**src/rtl/game_pkg.sv**
```systemverilog
// Shared definitions for the top-level game FSM and the round timer.
package game_pkg;

    typedef enum logic [1:0] {
        MainIdle  = 2'b00,
        MainMenu  = 2'b01,
        MainGame  = 2'b10,
        MainScore = 2'b11
    } main_state_e;

    localparam logic [1:0] GAME_CODE_DEF = MainGame;

    typedef enum logic [1:0] {
        StIdle,
        StRun,
        StPaused,
        StExpired
    } timer_state_e;

    localparam int unsigned MS_PER_SEC = 1000;

endpackage

```
**src/rtl/tick_prescaler.sv**
```systemverilog
// Free-running divider: counts 0..DIV-1 while enabled and pulses tick on the wrap cycle.
module tick_prescaler #(
    parameter int unsigned DIV = 100_000
) (
    input  logic clk,
    input  logic rst,
    input  logic en,
    input  logic clr,
    output logic tick
);

    localparam int unsigned CNT_W = (DIV > 1) ? $clog2(DIV) : 1;
    localparam logic [CNT_W-1:0] LAST = CNT_W'(DIV - 1);

    logic [CNT_W-1:0] cnt_q, cnt_d;

    always_comb begin
        tick  = en && (cnt_q == LAST);
        cnt_d = cnt_q;
        if (clr || tick) begin
            cnt_d = '0;
        end else if (en) begin
            cnt_d = cnt_q + 1'b1;
        end
    end

    always_ff @(posedge clk) begin
        if (rst) begin
            cnt_q <= '0;
        end else begin
            cnt_q <= cnt_d;
        end
    end

endmodule

```
**src/rtl/game_round_timer.sv**
```systemverilog
// Round countdown timer for the GAME state, with pause, bonus time and a one-cycle expiry pulse.
// Optional low-time warning output enabled by defining GAME_ROUND_TIMER_WARN_EN.
module game_round_timer
    import game_pkg::*;
#(
    parameter int unsigned         CLK_HZ    = 100_000_000,
    parameter int unsigned         SEC_W     = 8,
    parameter int unsigned         STATE_W   = 2,
    parameter logic [STATE_W-1:0]  GAME_CODE = STATE_W'(GAME_CODE_DEF),
    parameter int unsigned         WARN_SEC  = 5
) (
    input  logic               clk,
    input  logic               rst,
    input  logic [STATE_W-1:0] state_in,
    input  logic [SEC_W-1:0]   time_in,
    input  logic               pause,
    input  logic               add_valid,
    input  logic [SEC_W-1:0]   add_sec,
    output logic               end_of_time,
    output logic               running,
    output logic [SEC_W-1:0]   sec_left,
    output logic [9:0]         ms_left,
    output logic               warn
);

    localparam int unsigned      DIV     = CLK_HZ / MS_PER_SEC;
    localparam logic [9:0]       MS_MAX  = 10'(MS_PER_SEC - 1);
    localparam logic [SEC_W-1:0] SEC_SAT = '1;

    timer_state_e     state_q, state_d;
    logic [SEC_W-1:0] sec_q, sec_d;
    logic [9:0]       ms_q, ms_d;
    logic             eot_q, eot_d;
    logic             running_q, running_d;
    logic             warn_q, warn_d;

    logic             in_game, active, presc_en, presc_clr, tick, expire;
    logic [SEC_W-1:0] sec_dec;
    logic [9:0]       ms_dec;
    logic [SEC_W:0]   sec_sum;

    assign in_game   = (state_in == GAME_CODE);
    assign active    = (state_q == StRun) || (state_q == StPaused);
    // The resume cycle counts, so a pause delays expiry by exactly its length.
    assign presc_en  = in_game && active && !pause;
    assign presc_clr = !in_game || (state_q == StIdle);

    tick_prescaler #(
        .DIV (DIV)
    ) u_tick_prescaler (
        .clk  (clk),
        .rst  (rst),
        .en   (presc_en),
        .clr  (presc_clr),
        .tick (tick)
    );

    always_comb begin
        sec_dec = sec_q;
        ms_dec  = ms_q;
        expire  = 1'b0;
        if (tick) begin
            if (ms_q == '0 && sec_q != '0) begin
                sec_dec = sec_q - 1'b1;
                ms_dec  = MS_MAX;
            end else begin
                ms_dec = ms_q - 1'b1;
            end
            expire = (sec_q == '0) && (ms_q == 10'd1);
        end
        sec_sum = {1'b0, sec_dec} + {1'b0, add_sec};
    end

    always_comb begin
        state_d = state_q;
        sec_d   = sec_q;
        ms_d    = ms_q;
        eot_d   = 1'b0;
        if (!in_game) begin
            state_d = StIdle;
            sec_d   = '0;
            ms_d    = '0;
        end else begin
            unique case (state_q)
                StIdle: begin
                    sec_d = time_in;
                    ms_d  = '0;
                    if (time_in == '0) begin
                        state_d = StExpired;
                        eot_d   = 1'b1;
                    end else begin
                        state_d = StRun;
                    end
                end
                StRun, StPaused: begin
                    state_d = pause ? StPaused : StRun;
                    sec_d   = sec_dec;
                    ms_d    = ms_dec;
                    if (add_valid) begin
                        sec_d = sec_sum[SEC_W] ? SEC_SAT : sec_sum[SEC_W-1:0];
                    end
                    if (expire) begin
                        // A nonzero bonus on the final tick restarts from add_sec-1 s 999 ms.
                        if (add_valid && add_sec != '0) begin
                            sec_d = add_sec - 1'b1;
                            ms_d  = MS_MAX;
                        end else begin
                            state_d = StExpired;
                            eot_d   = 1'b1;
                            sec_d   = '0;
                            ms_d    = '0;
                        end
                    end
                end
                StExpired: begin
                end
            endcase
        end
        running_d = (state_d == StRun);
    end

`ifdef GAME_ROUND_TIMER_WARN_EN
    assign warn_d = ((state_d == StRun) || (state_d == StPaused)) &&
                    (sec_d < SEC_W'(WARN_SEC));
`else
    logic unused_warn_sec;
    assign unused_warn_sec = ^WARN_SEC;
    assign warn_d          = 1'b0;
`endif

    always_ff @(posedge clk) begin
        if (rst) begin
            state_q   <= StIdle;
            sec_q     <= '0;
            ms_q      <= '0;
            eot_q     <= 1'b0;
            running_q <= 1'b0;
            warn_q    <= 1'b0;
        end else begin
            state_q   <= state_d;
            sec_q     <= sec_d;
            ms_q      <= ms_d;
            eot_q     <= eot_d;
            running_q <= running_d;
            warn_q    <= warn_d;
        end
    end

    assign end_of_time = eot_q;
    assign running     = running_q;
    assign sec_left    = sec_q;
    assign ms_left     = ms_q;
    assign warn        = warn_q;

endmodule

```
**config.mk**
```make
export PLATFORM = sky130hd
export DESIGN_NAME = game_round_timer
export DESIGN_NICKNAME = d
export VERILOG_FILES = /design/src/rtl/game_pkg.sv /design/src/rtl/tick_prescaler.sv /design/src/rtl/game_round_timer.sv
export SDC_FILE = /design/constraint.sdc
export NUM_CORES = 1
export LEC_CHECK = 0
export CAP_MARGIN = 40
export CORE_MARGIN = 3
export CORE_UTILIZATION = 45
export CTS_CLUSTER_DIAMETER = 50
export DETAILED_ROUTE_END_ITERATION = 16
export GPL_ROUTABILITY_DRIVEN = 0
export HOLD_SLACK_MARGIN = 0.12
export PLACE_DENSITY = 0.79
export SLEW_MARGIN = 20
export SYNTH_ARGS = -nofsm -noshare
export SYNTH_HDL_FRONTEND = slang
export SYNTH_SLANG_ARGS = --single-unit
```
**constraint.sdc**
```tcl
create_clock -name clk -period 4.5 [get_ports clk]
set_input_delay 0.675 -clock clk [delete_from_list [all_inputs] [get_ports clk]]
set_output_delay 0.675 -clock clk [all_outputs]
set_load 0.05 [all_outputs]
```
# Word level (Yosys, flattened, before mapping)
# Index checks and enable logic that the tools add are counted.
# op_classes
n_addsub	5
eq_ne	7
mux	23
bitwise	1
reduce_logical	22
# op_table
op	count
2-to-1 mux 8 bit	6
2-to-1 mux 10 bit	4
one-hot mux 10 bit (2 select lines)	1
adder 17 x 1 -> 17 bit, second input constant	1
equality test 17 bit, second input constant	1
logical NOT 8 bit	2
one-hot mux 8 bit (2 select lines)	1
nonzero test 8 bit	2
subtractor 8 x 1 -> 8 bit, second input constant	2
equality test 10 x 1 -> 1 bit, second input constant	1
logical NOT 10 bit	1
2-to-1 mux 2 bit	5
subtractor 10 x 1 -> 10 bit, second input constant	1
adder 8 x 8 -> 9 bit	1
logical AND 1 bit	6
OR reduction 2 bit	3
equality test 2 x 1 -> 1 bit, second input constant	2
equality test 2 bit, second input constant	2
2-to-1 mux 1 bit	4
one-hot mux 2 bit (2 select lines)	1
logical OR 1 bit	3
inequality test 3 bit, second input constant	1
logical NOT 1 bit	2
logical NOT 2 bit	1
other kinds (4)	4
# word_totals
reg_bits	39
output_inout_bits	21

# Depth between registers and ports, before layout
# Gate-level depths: netlist of the first run.
# logic_depth
word_depth	11
depth_mapped	17
depth_no_buf	15

# Cells and area by module
# A second synthesis of the first run with hierarchy kept.
# hier_totals
cells_unflattened	370
hier_area_um2	2964.1
# modules_own_cells
mod	n_inst	cells_each	area_each_um2	seq_area_each_um2
game_round_timer	1	277	2119.5	440.4
tick_prescaler	1	93	844.6	340.3

# Worst setup path after synthesis of the first run
# Ideal clock, no wire load.
# synth_timing
kind	register to register
startpoint	register sec_q[0], in the netlist sec_left[0]
endpoint	register sec_q[1], in the netlist sec_left[1]
setup_time_ns	0.095
arrival_time_ns	4.060
t_required_ns	4.405
path_slack_ns	0.344
stages_incl_launch_ff	16
n_path_buf	1
path_cell_list	dfxtp_1 -> inv_1 -> ha_1 -> or3b_2 -> nor2_1 -> or3b_2 -> clkbuf_1 -> o31a_1 -> or2_1 -> ha_1 -> nand3_1 -> o221a_2 -> o21ai_0 -> nor2_1 -> a211o_1 -> a221oi_1
# synth_between
elab_chain_cells	9
elab_cells_between_ends	13
# synth_lines
element	line_no	source
start: declaration	game_round_timer.sv:31	logic [SEC_W-1:0] sec_q, sec_d;
start signal: assignment	game_round_timer.sv:134	sec_q <= '0;
start signal: assignment	game_round_timer.sv:141	sec_q <= sec_d;
parallel branches: the longest is 7 deep, another holds adder 8 x 8 -> 9 bit	-	
2-to-1 mux 8 bit *	game_round_timer.sv:102	if (expire) begin
one-hot mux 8 bit (2 select lines) *	game_round_timer.sv:84	unique case (state_q)
# Mark *: on every way between the ends.
# A chain may end at the register's enable or synchronous reset.

# Worst setup path in the final report of the first run
# layout_timing
startpoint	register u_tick_prescaler.cnt_q[8]
endpoint	register sec_q[1], in the netlist sec_left[1]
# layout_between
elab_chain_cells	8
elab_cells_between_ends	9
# layout_lines
element	line_no	source
start: declaration	tick_prescaler.sv:15	logic [CNT_W-1:0] cnt_q, cnt_d;
start signal: assignment	tick_prescaler.sv:31	cnt_q <= cnt_d;
equality test 17 bit *	tick_prescaler.sv:18	tick = en && (cnt_q == LAST);
logical AND 1 bit *	tick_prescaler.sv:18	
2-to-1 mux 8 bit	game_round_timer.sv:62	if (tick) begin
adder 8 x 8 -> 9 bit	game_round_timer.sv:71	sec_sum = {1'b0, sec_dec} + {1'b0, add_sec};
2-to-1 mux 8 bit	game_round_timer.sv:100	sec_d = sec_sum[SEC_W] ? SEC_SAT : sec_sum[SEC_W-1:0];
2-to-1 mux 8 bit	game_round_timer.sv:99	if (add_valid) begin
2-to-1 mux 8 bit *	game_round_timer.sv:102	
one-hot mux 8 bit (2 select lines) *	game_round_timer.sv:84	
# Mark *: on every way between the ends. The rest lies on a longest branch, timed or not.

==> results of run 1 <==
power by group through the flow:
stage	Clock (uW)	Combinational [uW]	Sequential [uW]
after CTS	240	144	351
final	239	148	351
after global placement	0	143	359
after global routing	254	160	352
after detailed placement	0	143	359
after floorplan	0	81.0	368
routing by layer:
layer	global-route usage (%)	wire length [um]	part of all wire, %
met2	38.5	4030	47
met5	0	0	0
met4	7.25	223	2.6
met3	3.69	568	6.6
met1	30.1	3740	44
kinds of logic after synthesis:
logic type                 synth area share [%]
AOI/OAI and AO/OA                          21.0
muxes                                     0.380
adders and majority gates                  8.28
DFF                                        26.4
and+or+nand+nor                            31.1
xor gates and xnor gates                   8.58
buffers and inverters                      4.23
other                                     0.127
worst max-delay path, stage by stage, from the launching register on:
cell	delay, ns
dfxtp_1	0.34
or4b_4	0.55
or4_4	0.55
nor4_2	0.45
a21boi_0	0.21
or2_2	0.33
ha_1	0.35
nand3_1	0.09
o221a_2	0.29
o21ai_0	0.17
buf_4	0.17
nor2_1	0.04
a211o_1	0.21
a221oi_1	0.28
synthesized netlist by cell type (5+ instances only):
library cell / instances
nor3_1: 17
a211oi_1: 6
inv_1: 19
a221oi_1: 5
nand3_1: 15
a21o_1: 5
a31oi_1: 7
xor2_1: 13
or2_2: 5
dfxtp_1: 39
nand4_1: 7
nor2_1: 38
and3_1: 5
ha_1: 18
o21ai_0: 19
or3_1: 7
a21oi_1: 22
xnor2_1: 16
nand2_1: 31
nor4_1: 11
clkbuf_1: 8
cells in the final DEF (no fill, tap or decap), drive strengths merged, types with 8 or more instances in the layout:
| master | instances |
|---|---|
| clkdlybuf4s50 | 41 |
| nand3 | 15 |
| nor4 | 12 |
| nor2 | 38 |
| a21oi | 22 |
| o21ai | 19 |
| dfxtp | 39 |
| nor3 | 18 |
| xnor2 | 16 |
| nand2 | 31 |
| ha | 18 |
| buf | 8 |
| xor2 | 13 |
| inv | 19 |
layout make-up:
class	instances	area [um^2]	area share, %
multi-input cells	312	2050	57.6
flip-flops and latches	39	781	21.9
repair buffers	50	475	13.3
well taps	75	93.8	2.63
inverters	20	75.1	2.11
clock buffers	6	72.6	2.04
clock inverters	2	12.5	0.351
registers in the layout, summed over array words and instances (netlist names):
register	count
state_q	2
end_of_time	1
u_tick_prescaler.cnt_q	17
running	1
ms_left	10
sec_left	8
worst paths after layout:
check / slack [ns] / to
hold / removal: 0.50 / u_tick_prescaler.cnt_q[1]
setup / recovery: 0.36 / sec_left[1]
hold reg to reg: 0.50 / u_tick_prescaler.cnt_q[1]
setup reg to reg: 0.36 / sec_left[1]
metrics by stage:
| stage | worst slack, ns | instances | instance area [um^2] |
|---|---|---|---|
| finish | 0.356 | 504 | 3560 |
| global route | 0.0801 | 504 | 3560 |
| CTS | 0.383 | 503 | 3560 |
| detailed placement | 0.0974 | 495 | 3470 |
| global placement | 0.236 | 495 | 3470 |
| floorplan | 0.344 | 382 | 2960 |
==> out/qor.yml, run 1 <==
sta:
  timing.clock.skew_ns: 0.00430
  period_minus_slack_ns: 4.14
  min_period_over_period_pct: 92.1
  timing.final.hold_violations: 0
  clock.fmax_ghz: 0.241
  grt_setup_unrepaired: "false"
  slew_viol_final: 0
  fin_worst_hold_slack_ns: 0.498
  worst_slew_margin_rel_pct: 57.5
  setup_violations: 0
  finalSetupTns_ns: 0
  worst_slew_pin_slew_ns: 0.628
routing:
  drt_first_iter_violations: 351
  detail_route.first_pass.iterations: 7
  totalWireLength_mm: 8.55
  wl_per_cell_um: 17.0
  mean_number_of_vias_per_cell: 6.16
  dr_total_vias: 3104
  remaining_drc_errors: 0
  final_antenna_net_count: 0
clock_tree:
  hold_buffers: 0
  clock_tree_sinks: 39
  clock_insertion_delay_at_the_later_pin_of_the_skew_report_ns: 0.30
  clkSlewWorstSetupHoldPaths_ns: 0.08
  cts.repair_timing.setup_buffer_count: 0
  cts.path.max_buffers: 2
  htree_levels: 2
  tritoncts: "done"
  numCtsBuffers: 5
  ctsResizeCount: 0
  cts_root_buffer: "clkbuf_8"
grt:
  antenna_found_initial: 0
  maximum_number_of_pins_on_one_net_before_global_route_repair: 18
  vias_in_the_first_global_route: 2936
  grt_pass1_wl_mm: 14.0
  globalRoute.totalOverflow: 0
  overall_global_routing_usage_pct: 23.0
synth:
  yosys.area.top_type_share_pct: 26.4
  synth.yosys.warnings: 0
  syn-mean-instance-area_um2: 7.75
  ys_top_cells_by_area: "dfxtp_1 26%, ha_1 7.6%, nor2_1 4.8%, xnor2_1 4.7%, nand2_1 3.9%"
  ys_types: 61
  synth_sequential_area_ratio_pct: 26.4
  syn-cell-area_mm2: 0.00296
  syn-instance-count: 382
  synth.ff_latch_count: 39
  synth_nets: 423
  synth-async-reset-ratio_pct: 0
  synth_largest_area_cell: "dfxtp_1"
  synth-edff-count: 0
  ys_dominant_reg_cell: "dfxtp_1"
pwr:
  fin_total_pwr_uw: 739
  p_int_uw: 518
  power.sequential.fraction_pct: 47.6
  power.static_leakage_uw: 0.00133
  combinationalPowerShare_pct: 20.1
  switching_power_uw: 221
  power_switching_share_pct: 29.9
  p_clk_share_pct: 32.3
  power.density_cell_area_mw_per_mm2: 207
  vdd_drop_max_mv: 0.227
flow_run:
  maxCapViolCount: 0
floorplan:
  floorplan_core_area_mm2: 0.00613
  fp.dieArea_mm2: 0.00759
  die-height_um: 87.1
  die_width_um: 87.1
  io_pins: 43
  floorplan.rows: 28
  initial_core_util_pct: 48.3
worst_setup_path:
  worst_ep_required_time_ns: 4.70
  critical_path.endpoint_type: "flop"
  critPathMaxFanout: 6
  worst_r2r_startpoint: "u_tick_prescaler.cnt_q[8]"
  cp-start-kind: "flop"
  timing.reg2reg.worst_path_depth: 13
  critical_path.startpoint: "u_tick_prescaler.cnt_q[8]"
  data_arrival_time_of_the_worst_path_ns: 4.34
  critical_setup_path_class: "reg2reg"
place:
  place_hpwl_mm: 6.52
  io_buffer_count: 41
cells_and_area:
  num_antenna_cells: 0
  area_growth_pct: 20.4
  nets: 469
  fillerInstances: 551
  finalCoreUtilization_pct: 58.1
  drive_gt1_share_pct: 8.39
min_path:
  worstHoldStart: "u_tick_prescaler.cnt_q[1]"
  timing.hold.worst_path_depth: 2
  worst_hold_path_type: "reg2reg"
run_status:
  status: "complete, no violations"
Note: power is estimated with default switching activity, not from simulation.
==> run 2: changes to the inputs <==
--- a/config.mk
+++ b/config.mk
@@ -6,13 +6,15 @@
 export NUM_CORES = 1
 export LEC_CHECK = 0
 export CAP_MARGIN = 40
+export CELL_PAD_IN_SITES_DETAIL_PLACEMENT = 1
+export CELL_PAD_IN_SITES_GLOBAL_PLACEMENT = 2
 export CORE_MARGIN = 3
-export CORE_UTILIZATION = 45
+export CORE_UTILIZATION = 32
 export CTS_CLUSTER_DIAMETER = 50
 export DETAILED_ROUTE_END_ITERATION = 16
 export GPL_ROUTABILITY_DRIVEN = 0
 export HOLD_SLACK_MARGIN = 0.12
-export PLACE_DENSITY = 0.79
+export PLACE_DENSITY = 0.92
 export SLEW_MARGIN = 20
 export SYNTH_ARGS = -nofsm -noshare
 export SYNTH_HDL_FRONTEND = slang
==> run 2 against run 1 <==
  * Critical path depth grew 2
  * Highest routed layer unchanged
  * Largest cell class unchanged
  * Final cell count grew 6.3%
  * Worst hold slack improved by 0.021 ns
  * Power is 9.9% higher
  * Flip-flop and latch count unchanged
  * Maximum frequency shrank 0.15%
  * Wire length increased by 15%
  * Die area increased by 38%
  * Combinational power is essentially flat
  * Clock skew grew 0.0020 ns
==> out/qor.yml, run 2 (same netlist as run 1, synthesis figures left out) <==
sta:
  clock.fmax_ghz: 0.241
  min_period_over_period_pct: 92.2
  worst_slew_pin_slew_ns: 0.810
  setup_violations: 0
  timing.final.hold_violations: 0
  slew_viol_final: 0
  worst_slew_margin_rel_pct: 45.5
  grt_setup_unrepaired: "false"
  fin_worst_hold_slack_ns: 0.519
  timing.clock.skew_ns: 0.00627
  period_minus_slack_ns: 4.15
  finalSetupTns_ns: 0
min_path:
  worst_hold_path_type: "reg2reg"
floorplan:
  floorplan.rows: 34
  io_pins: 43
  fp.dieArea_mm2: 0.0104
  initial_core_util_pct: 33.5
  die_width_um: 102
  floorplan_core_area_mm2: 0.00885
  die-height_um: 102
worst_setup_path:
  worstPathCellList: "clkdlybuf4s50_1, nand4bb_1, or2_2, nor4_2, buf_4, a21boi_0, or2_2, ha_1, nand3_1, o221a_2, o21ai_0, buf_4, nor2_1, a211o_1, a221oi_1"
  master_of_the_slowest_instance_on_the_critical_path: "clkdlybuf4s50_1"
  worst_ep_required_time_ns: 4.70
  critical_setup_path_class: "in2reg"
  critPathMaxFanout: 11
  cp-start-kind: "input pin"
  data_arrival_time_of_the_worst_path_ns: 4.35
  max_stage_delay_ns: 0.46
  critical_path.endpoint_type: "flop"
place:
  place_hpwl_mm: 7.86
  placedCellCount: 528
  io_buffer_count: 41
  placed_cell_area_mm2: 0.00352
routing:
  mean_number_of_vias_per_cell: 5.80
  remaining_drc_errors: 0
  drt_first_iter_violations: 109
  final_antenna_net_count: 0
  dr_total_vias: 3108
  totalWireLength_mm: 9.86
  detail_route.first_pass.iterations: 4
  wl_per_cell_um: 18.4
cells_and_area:
  nets: 468
  fin_cells: 536
  commonest_non_fill_non_tap_cell_in_the_layout: "clkdlybuf4s50_1"
  area_growth_pct: 22.7
  final_area_mm2: 0.00363
  top_register: "u_tick_prescaler.cnt_q"
  largest_reg_flops: 17
  layout.cells.most_common_list: "41 x clkdlybuf4s50_1, 39 x dfxtp_1, 38 x nor2_1, 31 x nand2_1, 22 x a21oi_1"
  drive_gt1_share_pct: 8.41
  num_antenna_cells: 0
clock_tree:
  cts.repair_timing.setup_buffer_count: 0
  cts.path.max_buffers: 2
  tritoncts: "done"
  clock_tree_sinks: 39
  cts_root_buffer: "clkbuf_8"
  numCtsBuffers: 5
  clock_insertion_delay_at_the_later_pin_of_the_skew_report_ns: 0.30
  htree_levels: 2
  hold_buffers: 0
  ctsResizeCount: 0
  clkSlewWorstSetupHoldPaths_ns: 0.09
pwr:
  vdd_drop_max_mv: 0.148
  power.density_cell_area_mw_per_mm2: 224
  power.static_leakage_uw: 0.00135
grt:
  maximum_number_of_pins_on_one_net_before_global_route_repair: 18
  grt_pass1_wl_mm: 16.0
  antenna_found_initial: 0
  overall_global_routing_usage_pct: 19.5
  globalRoute.totalOverflow: 0
  vias_in_the_first_global_route: 3211
flow_run:
  maxCapViolCount: 0
run_status:
  status: "complete, no violations"
-- run 2: cell count changes in the layout (fill, tap and decap cells not counted) --
| cell | previous run | this run |
|---|---|---|
| clkinv_4 | 0 | 1 |
| inv_6 | 0 | 1 |
| clkbuf_1 | 1 | 0 |
| bufinv_16 | 0 | 1 |
| clkinvlp_4 | 1 | 0 |
| clkbuf_2 | 1 | 0 |
| clkinv_2 | 1 | 0 |
-- run 2: metal layers --
metal / global-route usage [%] / wire, um / share of wire (%)
met1: 25.1 / 4500 / 46
met2: 34.4 / 4900 / 50
met3: 2.53 / 314 / 3.2
met4: 4.54 / 138 / 1.4
met5: 0 / 0 / 0
-- run 2: layout make-up --
cell class	count	area, um^2
flip-flops and latches	39	781
fillers	1088	5220
inverters	20	75.1
multi-input cells	312	2050
well taps	108	135
clock inverters	3	47.5
clock buffers	5	68.8
repair buffers	49	470
-- run 2: report_power, final --
| group | switching (uW) | leakage, uW | internal (uW) |
|---|---|---|---|
| clock | 142 | 0.0000587 | 168 |
| combinational | 89.5 | 0.000973 | 61.4 |
| sequential | 3.72 | 0.000315 | 348 |
| total | 235 | 0.00135 | 577 |
-- run 2: worst max-delay path, delay by kind of cell --
family,cells,cell delay [ns]
compound gates,5,1.13
fa+ha+maj,1,0.37
buf+inv,3,0.86
simple gates,6,1.32
-- run 2: metrics by stage --
stage	setup slack, ns	total power (uW)	utilization, %
6_report	0.350	812	41.0
5_1_grt	0.222	849	41.0
4_1_cts	0.389	821	41.0
3_5_place_dp	0.128	509	39.7
3_3_place_gp	0.275	507	39.7
2_1_floorplan	0.344	449	-
-- run 2: final timing paths --
check | from | end | slack [ns] | cells past startpoint
worst max-delay path | state_in[0] | sec_left[1] | 0.35 | 15
worst max register to register | u_tick_prescaler.cnt_q[8] | sec_left[1] | 0.37 | 14
worst min-delay path | u_tick_prescaler.cnt_q[1] | u_tick_prescaler.cnt_q[1] | 0.52 | 2
worst min register to register | u_tick_prescaler.cnt_q[1] | u_tick_prescaler.cnt_q[1] | 0.52 | 2
==> run 3: changes to the inputs <==
--- a/config.mk
+++ b/config.mk
@@ -14,7 +14,9 @@
 export DETAILED_ROUTE_END_ITERATION = 16
 export GPL_ROUTABILITY_DRIVEN = 0
 export HOLD_SLACK_MARGIN = 0.12
+export MAX_ROUTING_LAYER = met4
 export PLACE_DENSITY = 0.92
+export SKIP_CTS_REPAIR_TIMING = 1
 export SLEW_MARGIN = 20
 export SYNTH_ARGS = -nofsm -noshare
 export SYNTH_HDL_FRONTEND = slang
==> run 3 against run 2 <==
  * Via count down 0.84%
  * Largest cell class unchanged
  * Non-clock buffer count unchanged
  * Clock power barely moved
  * Combinational power about the same
  * Register-to-register slack better by 0.05 ns
  * Core utilization is the same
  * Final cell count unchanged
  * Wire length shrank 0.16%
  * Sequential power about the same
  * Clock-buffer cell count did not move
  * Power about the same
  * First-iteration DRC count fell by 12%
==> out/qor.yml, run 3 (same netlist as run 1, synthesis figures left out) <==
sta:
  period_minus_slack_ns: 4.10
  worst_slew_margin_rel_pct: 43.2
  min_period_over_period_pct: 91.1
  grt_setup_unrepaired: "false"
  setup_violations: 0
  finalSetupTns_ns: 0
  worst_slew_pin_slew_ns: 0.844
  fin_worst_hold_slack_ns: 0.520
  clock.fmax_ghz: 0.244
  timing.clock.skew_ns: 0.00861
  slew_viol_final: 0
  timing.final.hold_violations: 0
routing:
  routed-wl-met3_um: 292
  totalWireLength_mm: 9.85
  final_antenna_net_count: 0
  mean_number_of_vias_per_cell: 5.75
  dr_total_vias: 3082
  wl_met1_mm: 4.54
  drt_first_iter_violations: 96
  remaining_drc_errors: 0
  wl_per_cell_um: 18.4
  highest_metal_used: "met4"
  detailroute.wirelength.met2_mm: 4.88
  detail_route.first_pass.iterations: 4
pwr:
  p_int_uw: 577
  p_clk_share_pct: 38.2
  vdd_drop_max_mv: 0.148
  power_switching_share_pct: 28.9
  power.sequential.fraction_pct: 43.3
  power.density_cell_area_mw_per_mm2: 224
  combinationalPowerShare_pct: 18.6
  switching_power_uw: 235
  power.static_leakage_uw: 0.00135
  fin_total_pwr_uw: 813
worst_setup_path:
  critical_path.endpoint_type: "flop"
  cp-start-kind: "input pin"
  worst_ep_required_time_ns: 4.71
  data_arrival_time_of_the_worst_path_ns: 4.31
  critPathMaxFanout: 11
  critical_setup_path_class: "in2reg"
floorplan:
  io_pins: 43
  die-height_um: 102
  die_width_um: 102
  initial_core_util_pct: 33.5
  floorplan.rows: 34
  floorplan_core_area_mm2: 0.00885
  fp.dieArea_mm2: 0.0104
grt:
  antenna_found_initial: 0
  vias_in_the_first_global_route: 3211
  maximum_number_of_pins_on_one_net_before_global_route_repair: 18
  overall_global_routing_usage_pct: 20.0
  grt_pass1_wl_mm: 16.0
  globalRoute.totalOverflow: 0
clock_tree:
  cts_root_buffer: "clkbuf_8"
  clkSlewWorstSetupHoldPaths_ns: 0.09
  htree_levels: 2
  clock_insertion_delay_at_the_later_pin_of_the_skew_report_ns: 0.30
  tritoncts: "done"
  clock_tree_sinks: 39
  cts.path.max_buffers: 2
  numCtsBuffers: 5
place:
  place_hpwl_mm: 7.86
  io_buffer_count: 41
  placedCellCount: 528
run_status:
  status: "complete, no violations"
cells_and_area:
  layout.cells.most_common_list: "41 x clkdlybuf4s50_1, 39 x dfxtp_1, 38 x nor2_1, 31 x nand2_1, 22 x a21oi_1"
  fin_cells: 536
  largest_reg_flops: 17
  nets: 468
  top_register: "u_tick_prescaler.cnt_q"
  drive_gt1_share_pct: 8.41
  commonest_non_fill_non_tap_cell_in_the_layout: "clkdlybuf4s50_1"
  finalCoreUtilization_pct: 41.0
  area_growth_pct: 22.7
  num_antenna_cells: 0
  fillerInstances: 1088
flow_run:
  maxCapViolCount: 0
min_path:
  worst_hold_path_type: "reg2reg"
run 3: final cells by class:
class / count / area (um^2) / area share, %
tap: 108 / 135 / 3.72
timing repair buffer: 49 / 470 / 13.0
sequential: 39 / 781 / 21.5
clock buffer: 5 / 68.8 / 1.89
multi-input combinational: 312 / 2050 / 56.6
inverter: 20 / 75.1 / 2.07
clock inverter: 3 / 47.5 / 1.31
run 3: metrics by stage:
step / setup slack (ns) / instance area, um^2
6_report: 0.401 / 3630
5_1_grt: 0.220 / 3630
4_1_cts: 0.389 / 3630
3_5_place_dp: 0.128 / 3520
3_3_place_gp: 0.275 / 3520
2_1_floorplan: 0.344 / 2960
run 3: critical path, stage by stage:
cell             delay [ns]
clkdlybuf4s50_1        0.46
nand4bb_1              0.25
or2_2                  0.37
nor4_2                 0.25
buf_4                  0.22
a21boi_0               0.12
or2_2                  0.31
ha_1                   0.37
nand3_1                0.10
o221a_2                0.29
o21ai_0                0.19
buf_4                  0.18
nor2_1                 0.04
a211o_1                0.23
a221oi_1               0.27
run 3: worst paths after layout:
kind	from	end	slack, ns	depth (start not counted)
worst max-delay path	state_in[0]	sec_left[1]	0.40	15
worst min-delay path	u_tick_prescaler.cnt_q[1]	u_tick_prescaler.cnt_q[1]	0.52	2
worst max register to register	u_tick_prescaler.cnt_q[8]	sec_left[1]	0.42	14
worst min register to register	u_tick_prescaler.cnt_q[1]	u_tick_prescaler.cnt_q[1]	0.52	2
run 3: power by group through the flow:
stage               clock [uW]  combinational [uW]  sequential, uW
detailed placement           0                 149             360
finish                     310                 151             352
CTS                        319                 150             352
global placement             0                 148             360
global route               334                 163             352
floorplan                    0                81.0             368
run 3: per-layer routing:
| metal | vias to the layer above | GRT usage (%) |
|---|---|---|
| met3 | 10 | 2.39 |
| met1 | 1522 | 25.1 |
| met2 | 52 | 34.4 |
| met5 | - | - |
| li1 | 1498 | - |
| met4 | 0 | 4.54 |
